## src/rtl/qmax_update_pkg.sv

```systemverilog
// Purpose: shared FP32 field layout and table geometry for the qmax update path.
// Latency: n/a (constants and pure helper functions only).
// Backpressure: n/a.
package qmax_update_pkg;

  // IEEE-754 single precision field positions
  localparam int SIGN_BIT = 31;
  localparam int EXP_MSB  = 30;
  localparam int EXP_LSB  = 23;
  localparam int MAN_MSB  = 22;

  localparam logic [EXP_MSB-EXP_LSB:0] EXP_ALL_ONES = '1;

  // Geometry shared with the qmax BRAM table
  localparam int QMAX_ADDR_WIDTH = 16;
  localparam int QMAX_DATA_WIDTH = 32;

  // Exponent all ones with a non-zero mantissa; infinities are not NaN
  function automatic logic fp32_is_nan(input logic [31:0] f);
    return (f[EXP_MSB:EXP_LSB] == EXP_ALL_ONES) && (f[MAN_MSB:0] != '0);
  endfunction

  // Magnitude with the sign stripped; ordering of magnitudes matches unsigned order
  function automatic logic [EXP_MSB:0] fp32_mag(input logic [31:0] f);
    return f[EXP_MSB:0];
  endfunction

endpackage

```

## src/rtl/qmax_update_fp32_gt.sv

```systemverilog
// Purpose: strict float32 a > b; any NaN operand yields false, +0 and -0 compare equal.
// Latency: combinational, zero cycles.
// Backpressure: none, pure function of its inputs.
module fp32_gt
  import qmax_update_pkg::*;
(
  input  logic [31:0] a,
  input  logic [31:0] b,
  output logic        a_gt_b
);

  logic [EXP_MSB:0] a_mag;
  logic [EXP_MSB:0] b_mag;
  logic             any_nan;
  logic             both_zero;

  // Sign-magnitude ordering; negatives invert the magnitude comparison
  always_comb begin
    a_mag     = fp32_mag(a);
    b_mag     = fp32_mag(b);
    any_nan   = fp32_is_nan(a) | fp32_is_nan(b);
    both_zero = (a_mag == '0) && (b_mag == '0);
    a_gt_b    = 1'b0;
    if (!any_nan && !both_zero) begin
      unique case ({a[SIGN_BIT], b[SIGN_BIT]})
        2'b00:   a_gt_b = a_mag > b_mag;
        2'b01:   a_gt_b = 1'b1;
        2'b10:   a_gt_b = 1'b0;
        default: a_gt_b = a_mag < b_mag;
      endcase
    end
  end

endmodule

```

## src/rtl/qmax_update.sv

```systemverilog
// Purpose: read-compare-write qmax table updater with same-state hazard forwarding; QMAX_UPD_STATS_EN adds accept/write counters.
// Latency: 2 cycles from accept to o_qmax_valid / o_wr_en, one update per cycle.
// Backpressure: none; o_ready is low only while i_rst is asserted.
module qmax_update
  import qmax_update_pkg::*;
#(
  parameter int ADDR_WIDTH = QMAX_ADDR_WIDTH,
  parameter int DATA_WIDTH = QMAX_DATA_WIDTH   // float32 only
) (
  input  logic                  i_clk,
  input  logic                  i_rst,
  input  logic                  i_valid,
  input  logic [ADDR_WIDTH-1:0] i_state,
  input  logic [DATA_WIDTH-1:0] i_q,
  output logic                  o_ready,
  output logic                  o_rd_en,
  output logic [ADDR_WIDTH-1:0] o_rd_addr,
  input  logic [DATA_WIDTH-1:0] i_rd_data,
  output logic                  o_wr_en,
  output logic [ADDR_WIDTH-1:0] o_wr_addr,
  output logic [DATA_WIDTH-1:0] o_wr_data,
  output logic                  o_qmax_valid,
  output logic [DATA_WIDTH-1:0] o_qmax,
  output logic                  o_busy
`ifdef QMAX_UPD_STATS_EN
  ,
  output logic [31:0]           o_acc_cnt,
  output logic [31:0]           o_wr_cnt
`endif
);

  logic                  accept;

  // P2 (compare stage) registers
  logic                  p2_vld;
  logic [ADDR_WIDTH-1:0] p2_addr;
  logic [DATA_WIDTH-1:0] p2_q;

  // Write committed by the table in the previous cycle; the table returns
  // old data when a read collides with a same-cycle write, so this covers it
  logic                  hist_vld;
  logic [ADDR_WIDTH-1:0] hist_addr;
  logic [DATA_WIDTH-1:0] hist_dat;

  logic [DATA_WIDTH-1:0] cur;
  logic                  new_gt;

  // Accept handshake and read issue; no backpressure outside reset
  always_comb begin
    o_ready   = ~i_rst;
    accept    = i_valid & o_ready;
    o_rd_en   = accept;
    o_rd_addr = i_state;
    o_busy    = p2_vld | o_qmax_valid;
  end

  // Current stored value: newest in-flight write wins over the table read
  always_comb begin
    cur = i_rd_data;
    if (o_qmax_valid && o_wr_en && (o_wr_addr == p2_addr)) begin
      cur = o_wr_data;
    end else if (hist_vld && (hist_addr == p2_addr)) begin
      cur = hist_dat;
    end
  end

  fp32_gt u_gt (
    .a      (p2_q),
    .b      (cur),
    .a_gt_b (new_gt)
  );

  // P2 capture of accepted updates
  always_ff @(posedge i_clk) begin
    if (i_rst) begin
      p2_vld  <= 1'b0;
      p2_addr <= '0;
      p2_q    <= '0;
    end else begin
      p2_vld <= accept;
      if (accept) begin
        p2_addr <= i_state;
        p2_q    <= i_q;
      end
    end
  end

  // P3 registered write/result; address and qmax hold between results
  always_ff @(posedge i_clk) begin
    if (i_rst) begin
      o_wr_en      <= 1'b0;
      o_wr_addr    <= '0;
      o_wr_data    <= '0;
      o_qmax_valid <= 1'b0;
      o_qmax       <= '0;
    end else begin
      o_qmax_valid <= p2_vld;
      o_wr_en      <= p2_vld & new_gt;
      if (p2_vld) begin
        o_wr_addr <= p2_addr;
        o_qmax    <= new_gt ? p2_q : cur;
        if (new_gt) begin
          o_wr_data <= p2_q;
        end
      end
    end
  end

  // History of the write the table commits at this edge
  always_ff @(posedge i_clk) begin
    if (i_rst) begin
      hist_vld  <= 1'b0;
      hist_addr <= '0;
      hist_dat  <= '0;
    end else begin
      hist_vld  <= o_wr_en;
      hist_addr <= o_wr_addr;
      hist_dat  <= o_wr_data;
    end
  end

`ifdef QMAX_UPD_STATS_EN
  // Free-running accept/write counters, wrapping at 2^32
  always_ff @(posedge i_clk) begin
    if (i_rst) begin
      o_acc_cnt <= '0;
      o_wr_cnt  <= '0;
    end else begin
      if (accept) o_acc_cnt <= o_acc_cnt + 32'd1;
      if (o_wr_en) o_wr_cnt <= o_wr_cnt + 32'd1;
    end
  end
`endif

endmodule

```

## config.mk

```make
export PLATFORM = sky130hd
export DESIGN_NAME = qmax_update
export DESIGN_NICKNAME = d
export VERILOG_FILES = /design/src/rtl/qmax_update_pkg.sv /design/src/rtl/qmax_update_fp32_gt.sv /design/src/rtl/qmax_update.sv
export SDC_FILE = /design/constraint.sdc
export NUM_CORES = 1
export LEC_CHECK = 0
export ABC_AREA = 1
export BUFFER_PORTS_ARGS = -buffer_cell sky130_fd_sc_hd__buf_4
export CELL_PAD_IN_SITES_DETAIL_PLACEMENT = 1
export CELL_PAD_IN_SITES_GLOBAL_PLACEMENT = 1
export CORE_ASPECT_RATIO = 0.6
export CORE_UTILIZATION = 39
export DETAILED_ROUTE_END_ITERATION = 10
export PLACE_DENSITY = 0.8
export SLEW_MARGIN = 30
export SYNTH_ARGS = -nofsm -noshare
export SYNTH_HDL_FRONTEND = slang
export SYNTH_SLANG_ARGS = --single-unit
```

## constraint.sdc

```tcl
create_clock -name i_clk -period 4.45 [get_ports i_clk]
set_input_delay 0 -clock i_clk [delete_from_list [all_inputs] [get_ports i_clk]]
set_output_delay 0 -clock i_clk [all_outputs]
set_load 0.05 [all_outputs]
```

==> impl_metrics.ini, run 1 <==
[status]
outcome = finished, final reports clean

[clocking]
ctsRootBufferMaster = clkbuf_16
clk-insertion-delay-late_ns = 0.45
tritoncts = done
clk_path_buf_depth = 2
h-tree-depth = 4
clkSinkCount = 180
path_clk_slew_ns = 0.07
cts_buffers = 17

[logic_synthesis]
syn_nets = 1370
syn-cell-area_sq_um = 8650
avgSynthCellArea_sq_um = 6.88
ys.flop_type = dfxtp_1
ys_ff_latch = 180
synth_edf_count = 0
yosys.cell_types.count = 40
yosysSeqAreaShare = 0.417
yosysWarnings = 0
synth-async-reset-ratio = 0
synth_cells = 1257

[die]
core-area_sq_um = 21400
die_w_um = 194
fp-row-count = 41
ios = 184
die_h_um = 117
design.die.area_sq_um = 22800
start_util = 0.404

[job]
cap_violations = 0

[global_routing]
grt-ovfl-total = 0
antenna_found_initial = 0
grt_pass1_vias = 9918
grt_pass1_wl_um = 56200
track_usage = 0.321
grt_max_degree = 55

[finish]
antenna_cells = 0
layout.cells.non_filler = 1858
final_nets = 1679
syn_to_final_growth_pct = 45.7
layout-drive-gt1-share = 0.274

[sta]
setup_tns_ns = 0
hold_viol = 0
setup_violations = 0
slew_headroom = 0.415
slew_viol_final = 0
timing.hold.ws_ns = 0.0747
skew_ns = 0.0100
period_minus_slack_ns = 4.40
fmax_ghz = 0.227
worst_slew_pin_slew_ns = 0.877
fin_crit_sh = 0.989

[drt]
wl_per_cell_um = 21.1
drc = 0
drt_iter0_markers = 980
vias = 10000
viasPerCell = 5.39
antenna_left = 0
firstDrtPassIters = 5
wirelength_um = 39100

[critical_path]
cpMostUsedCell = nand2_1
crit_arrival_ns = 4.72
cp_max_fo = 8
start_kind = register
cpPeakStageDelay_ns = 0.34
slowest_stage = dfxtp_2
critPathCaptureType = register
crit_type = reg2reg
critPathRequiredTime_ns = 4.78

[place]
gp_congestion = 0.939
placed_cells = 1753
dp_hpwl_um = 26000
port_buffers = 183

[power_and_ir_drop]
powerDensity_nw_per_um2 = 350
finalPower_mw = 4.41
ir_worst_vdd_mv = 0.288
leakage_nw = 6.22

[worst_hold_path]
min_path_type = in2reg
-- cells in the mapped netlist (all sizes together), types with 3 or more instances --
master / n / area, sq um
a211oi: 21 / 158
a21oi: 29 / 149
buf: 29 / 209
clkbuf: 41 / 154
dfxtp: 180 / 3600
ha: 30 / 375
inv: 142 / 533
nand2: 323 / 1210
nand3: 54 / 293
nand4: 29 / 181
nor2: 228 / 873
nor3: 8 / 40.0
nor4: 9 / 56.3
o211ai: 27 / 218
o21ai: 86 / 434
or2: 4 / 25.0
xnor2: 3 / 26.3
xor2: 3 / 26.3
-- cell type report --
class,instances,area [sq um]
Clock buffer,20,457
Clock inverter,12,176
Fill cell,2734,8790
Inverter,143,538
Multi-Input combinational cell,865,4400
Sequential cell,180,3620
Tap cell,279,349
Timing Repair Buffer,359,3060
-- flip-flops by register name, summed over array words and instances, names as in the netlist --
| name | count |
|---|---|
| hist_addr | 16 |
| o_wr_data | 32 |
| o_qmax_valid | 1 |
| p2_q | 32 |
| p2_vld | 1 |
| o_qmax | 32 |
| hist_vld | 1 |
| o_wr_en | 1 |
| hist_dat | 32 |
| p2_addr | 16 |
| o_wr_addr | 16 |
-- layer usage --
metal | GRT usage | share of wire
met3 | 0.0624 | 0.080
met2 | 0.482 | 0.43
met1 | 0.473 | 0.47
met5 | 0 | 0
met4 | 0.0675 | 0.016
-- worst paths after layout --
kind	start	to	slack [ns]	cells after the start
hold / removal	i_valid	p2_q[19]	0.07	3
setup / recovery	p2_addr[5]	o_qmax[26]	0.05	29
hold reg to reg	o_wr_data[6]	hist_dat[6]	0.46	2
setup reg to reg	p2_addr[5]	o_qmax[26]	0.05	29
-- critical path: cells and delay by family, from the launching register on --
family                   cells  cell delay, ns
buffers and inverters        7            0.97
adder cells (fa/ha/maj)      1            0.32
AO/OA/AOI/OAI                8            1.31
flip-flops                   1            0.34
AND/OR/NAND/NOR             13            1.33
-- kinds of logic after synthesis --
group                      after synthesis  share of synthesized area
AOI/OAI and AO/OA                      168                      0.115
xor gates and xnor gates                 6                    0.00608
adders and majority gates               30                     0.0434
buffers and inverters                  213                      0.104
DFF                                    180                      0.417
muxes                                    1                    0.00116
and+or+nand+nor                        659                      0.313
-- power by group --
part / switching [mW] / leakage, nW / total (mW) / internal (mW)
Clock: 0.685 / 0.307 / 1.66 / 0.972
Sequential: 0.0847 / 1.48 / 1.78 / 1.69
Combinational: 0.609 / 4.44 / 0.979 / 0.370
Total: 1.38 / 6.22 / 4.41 / 3.03
-- cell usage in the layout, fill, tap and decap left out, types with 4 or more instances in the layout --
cell           netlist  final
a211oi_1            21     19
a21oi_1             28     24
a21oi_2              1      4
buf_12               0     10
buf_4               16    294
bufinv_16            0      4
clkbuf_16            0     24
clkinv_2             0      4
dfxtp_1            180    170
dfxtp_2              0     10
dlygate4sd3_1        0     48
ha_1                30     25
ha_4                 0      4
inv_1              122    118
inv_2               20     23
nand2_1            323    310
nand2_2              0     12
nand3_1             51     50
nand4_1             29     29
nor2_1             223    218
nor2_2               4      6
nor2_4               1      5
nor3_1               8      6
nor4_1               9      7
o211ai_1            24     24
o21ai_0             72     66
o21ai_1             13     17
-- what timing repair did --
action	4_1_cts	5_1_grt
pin swaps	2	25
resized for setup	8	70
endpoints found under the setup margin	63	65
cloned	1	7
hold buffers	48	0
endpoints found under the hold margin	48	0
buffers inserted	6	11
-- through the flow --
step | util | setup slack [ns] | area [sq um]
after floorplan | - | 0.573 | 8650
after global placement | 0.507 | -0.136 | 10800
after detailed placement | 0.507 | -0.417 | 10800
after CTS | 0.564 | 0.0134 | 12100
after global routing | 0.589 | -0.207 | 12600
final | 0.589 | 0.0509 | 12600
(Power assumes the default switching activity.)
==> inputs of run 2 (changes only) <==
- MAX_ROUTING_LAYER: not set -> met4
==> run 2 against run 1 <==
Effect of this change: total power is 0.86% higher; final cell count is 1.2% lower; setup slack better by 0.077 ns.
==> impl_metrics.ini, run 2 (synthesis gave the netlist of run 1 again) <==
[status]
outcome = finished, final reports clean

[clocking]
path_clk_slew_ns = 0.07
tritoncts = done
clkSinkCount = 180
cts_buffers = 17
h-tree-depth = 4
clk-insertion-delay-late_ns = 0.45
clk_path_buf_depth = 2
ctsRootBufferMaster = clkbuf_16

[finish]
final_cell_mix = nand2_1 (320), buf_4 (277), nor2_1 (219)
final_common_cell = nand2_1
final_nets = 1657
antenna_cells = 0
syn_to_final_growth_pct = 42.0
final_util = 0.574
final_area_sq_um = 12300
layout-drive-gt1-share = 0.248
layout.cells.non_filler = 1836

[drt]
drc = 0
antenna_left = 0
wirelength_um = 37500
firstDrtPassIters = 5
viasPerCell = 5.36
drt_iter0_markers = 852
wl_per_cell_um = 20.4
vias = 9846

[global_routing]
grt_pass1_wl_um = 54800
antenna_found_initial = 0
track_usage = 0.322
grt_max_degree = 56
grt-ovfl-total = 0
grt_pass1_vias = 9750

[worst_hold_path]
min_path_type = in2reg

[sta]
hold_viol = 0
setup_tns_ns = 0
slew_viol_final = 0
fmax_ghz = 0.231
worst_slew_pin_slew_ns = 1.05
skew_ns = 0.0120
period_minus_slack_ns = 4.32
setup_ws_ns = 0.128
fin_crit_sh = 0.971
slew_headroom = 0.299
setup_violations = 0

[critical_path]
cpMostUsedCell = nand2_1
slowest_stage = dfxtp_4
start_kind = register
crit_arrival_ns = 4.69
critPathCaptureType = register
cp_max_fo = 11
crit_type = reg2reg
critPathRequiredTime_ns = 4.82
cpPeakStageDelay_ns = 0.40
cpLargestDelayFamily = simple AND/OR/NAND/NOR gates
cp_num_buf_inv = 8

[power_and_ir_drop]
intPower_mw = 3.10
switching_share = 0.304
powerDensity_nw_per_um2 = 363
pwr-share-seq = 0.399
p_comb_frac = 0.209
ir_worst_vdd_mv = 0.306
clkPwrFrac = 0.392
p_switching_mw = 1.35
leakage_nw = 6.09

[place]
gp_congestion = 0.942
placed_cells = 1738
place_area_sq_um = 10800
dp_slack_ns = -0.394
port_buffers = 183
dp_hpwl_um = 25400

[die]
design.die.area_sq_um = 22800
fp-row-count = 41
start_util = 0.404
ios = 184
die_h_um = 117
die_w_um = 194
core-area_sq_um = 21400

[job]
cap_violations = 0
## run 2: what timing repair did
action / in CTS / in global routing
pin swaps: 3 / 10
setup buffers: 6 / 7
endpoints found under the hold margin: 48 / 0
cloned: 1 / 4
resized for setup: 4 / 38
endpoints found under the setup margin: 65 / 65
hold buffers: 48 / 0
## run 2: layout make-up
type | instances | area (sq um)
well taps | 279 | 349
multi-input cells | 865 | 4280
clock inverters | 11 | 196
inverters | 143 | 538
fillers | 2685 | 9120
repair buffers | 337 | 2820
flip-flops and latches | 180 | 3610
clock buffers | 21 | 480
## run 2: final timing paths
| path | start | to | slack (ns) | cells past startpoint |
|---|---|---|---|---|
| min | i_valid | p2_q[12] | 0.06 | 3 |
| min reg2reg | o_wr_addr[8] | hist_addr[8] | 0.47 | 2 |
| max reg2reg | p2_addr[1] | o_wr_data[2] | 0.13 | 30 |
| max | p2_addr[1] | o_wr_data[2] | 0.13 | 30 |
## run 2: power groups by stage
stage / registers, mW / clock network [mW] / logic [mW]
after floorplan: 1.90 / 0 / 0.372
after global placement: 1.80 / 0 / 0.801
after detailed placement: 1.80 / 0 / 0.821
after CTS: 1.77 / 1.75 / 0.871
after global routing: 1.78 / 1.80 / 0.989
final: 1.78 / 1.75 / 0.929
## run 2: per-stage QoR
stage	power [mW]	hold WS (ns)
6_report	4.45	0.0575
5_1_grt	4.58	0.0697
4_1_cts	4.39	0.0426
3_5_place_dp	2.63	0.233
3_3_place_gp	2.60	0.223
2_1_floorplan	2.28	0.135
## run 2: metal layers
metal,GRT usage,up-vias,share of wire
met5,-,-,0
met4,0.0799,0,0.015
met3,0.0624,42,0.072
met2,0.458,413,0.42
met1,0.463,4801,0.49
li1,-,4590,-
## run 2: worst min-delay path: cells and delay by family
kind            cells  cell delay, ns
compound gates      1            0.19
simple gates        1            0.04
buf+inv             1            0.23
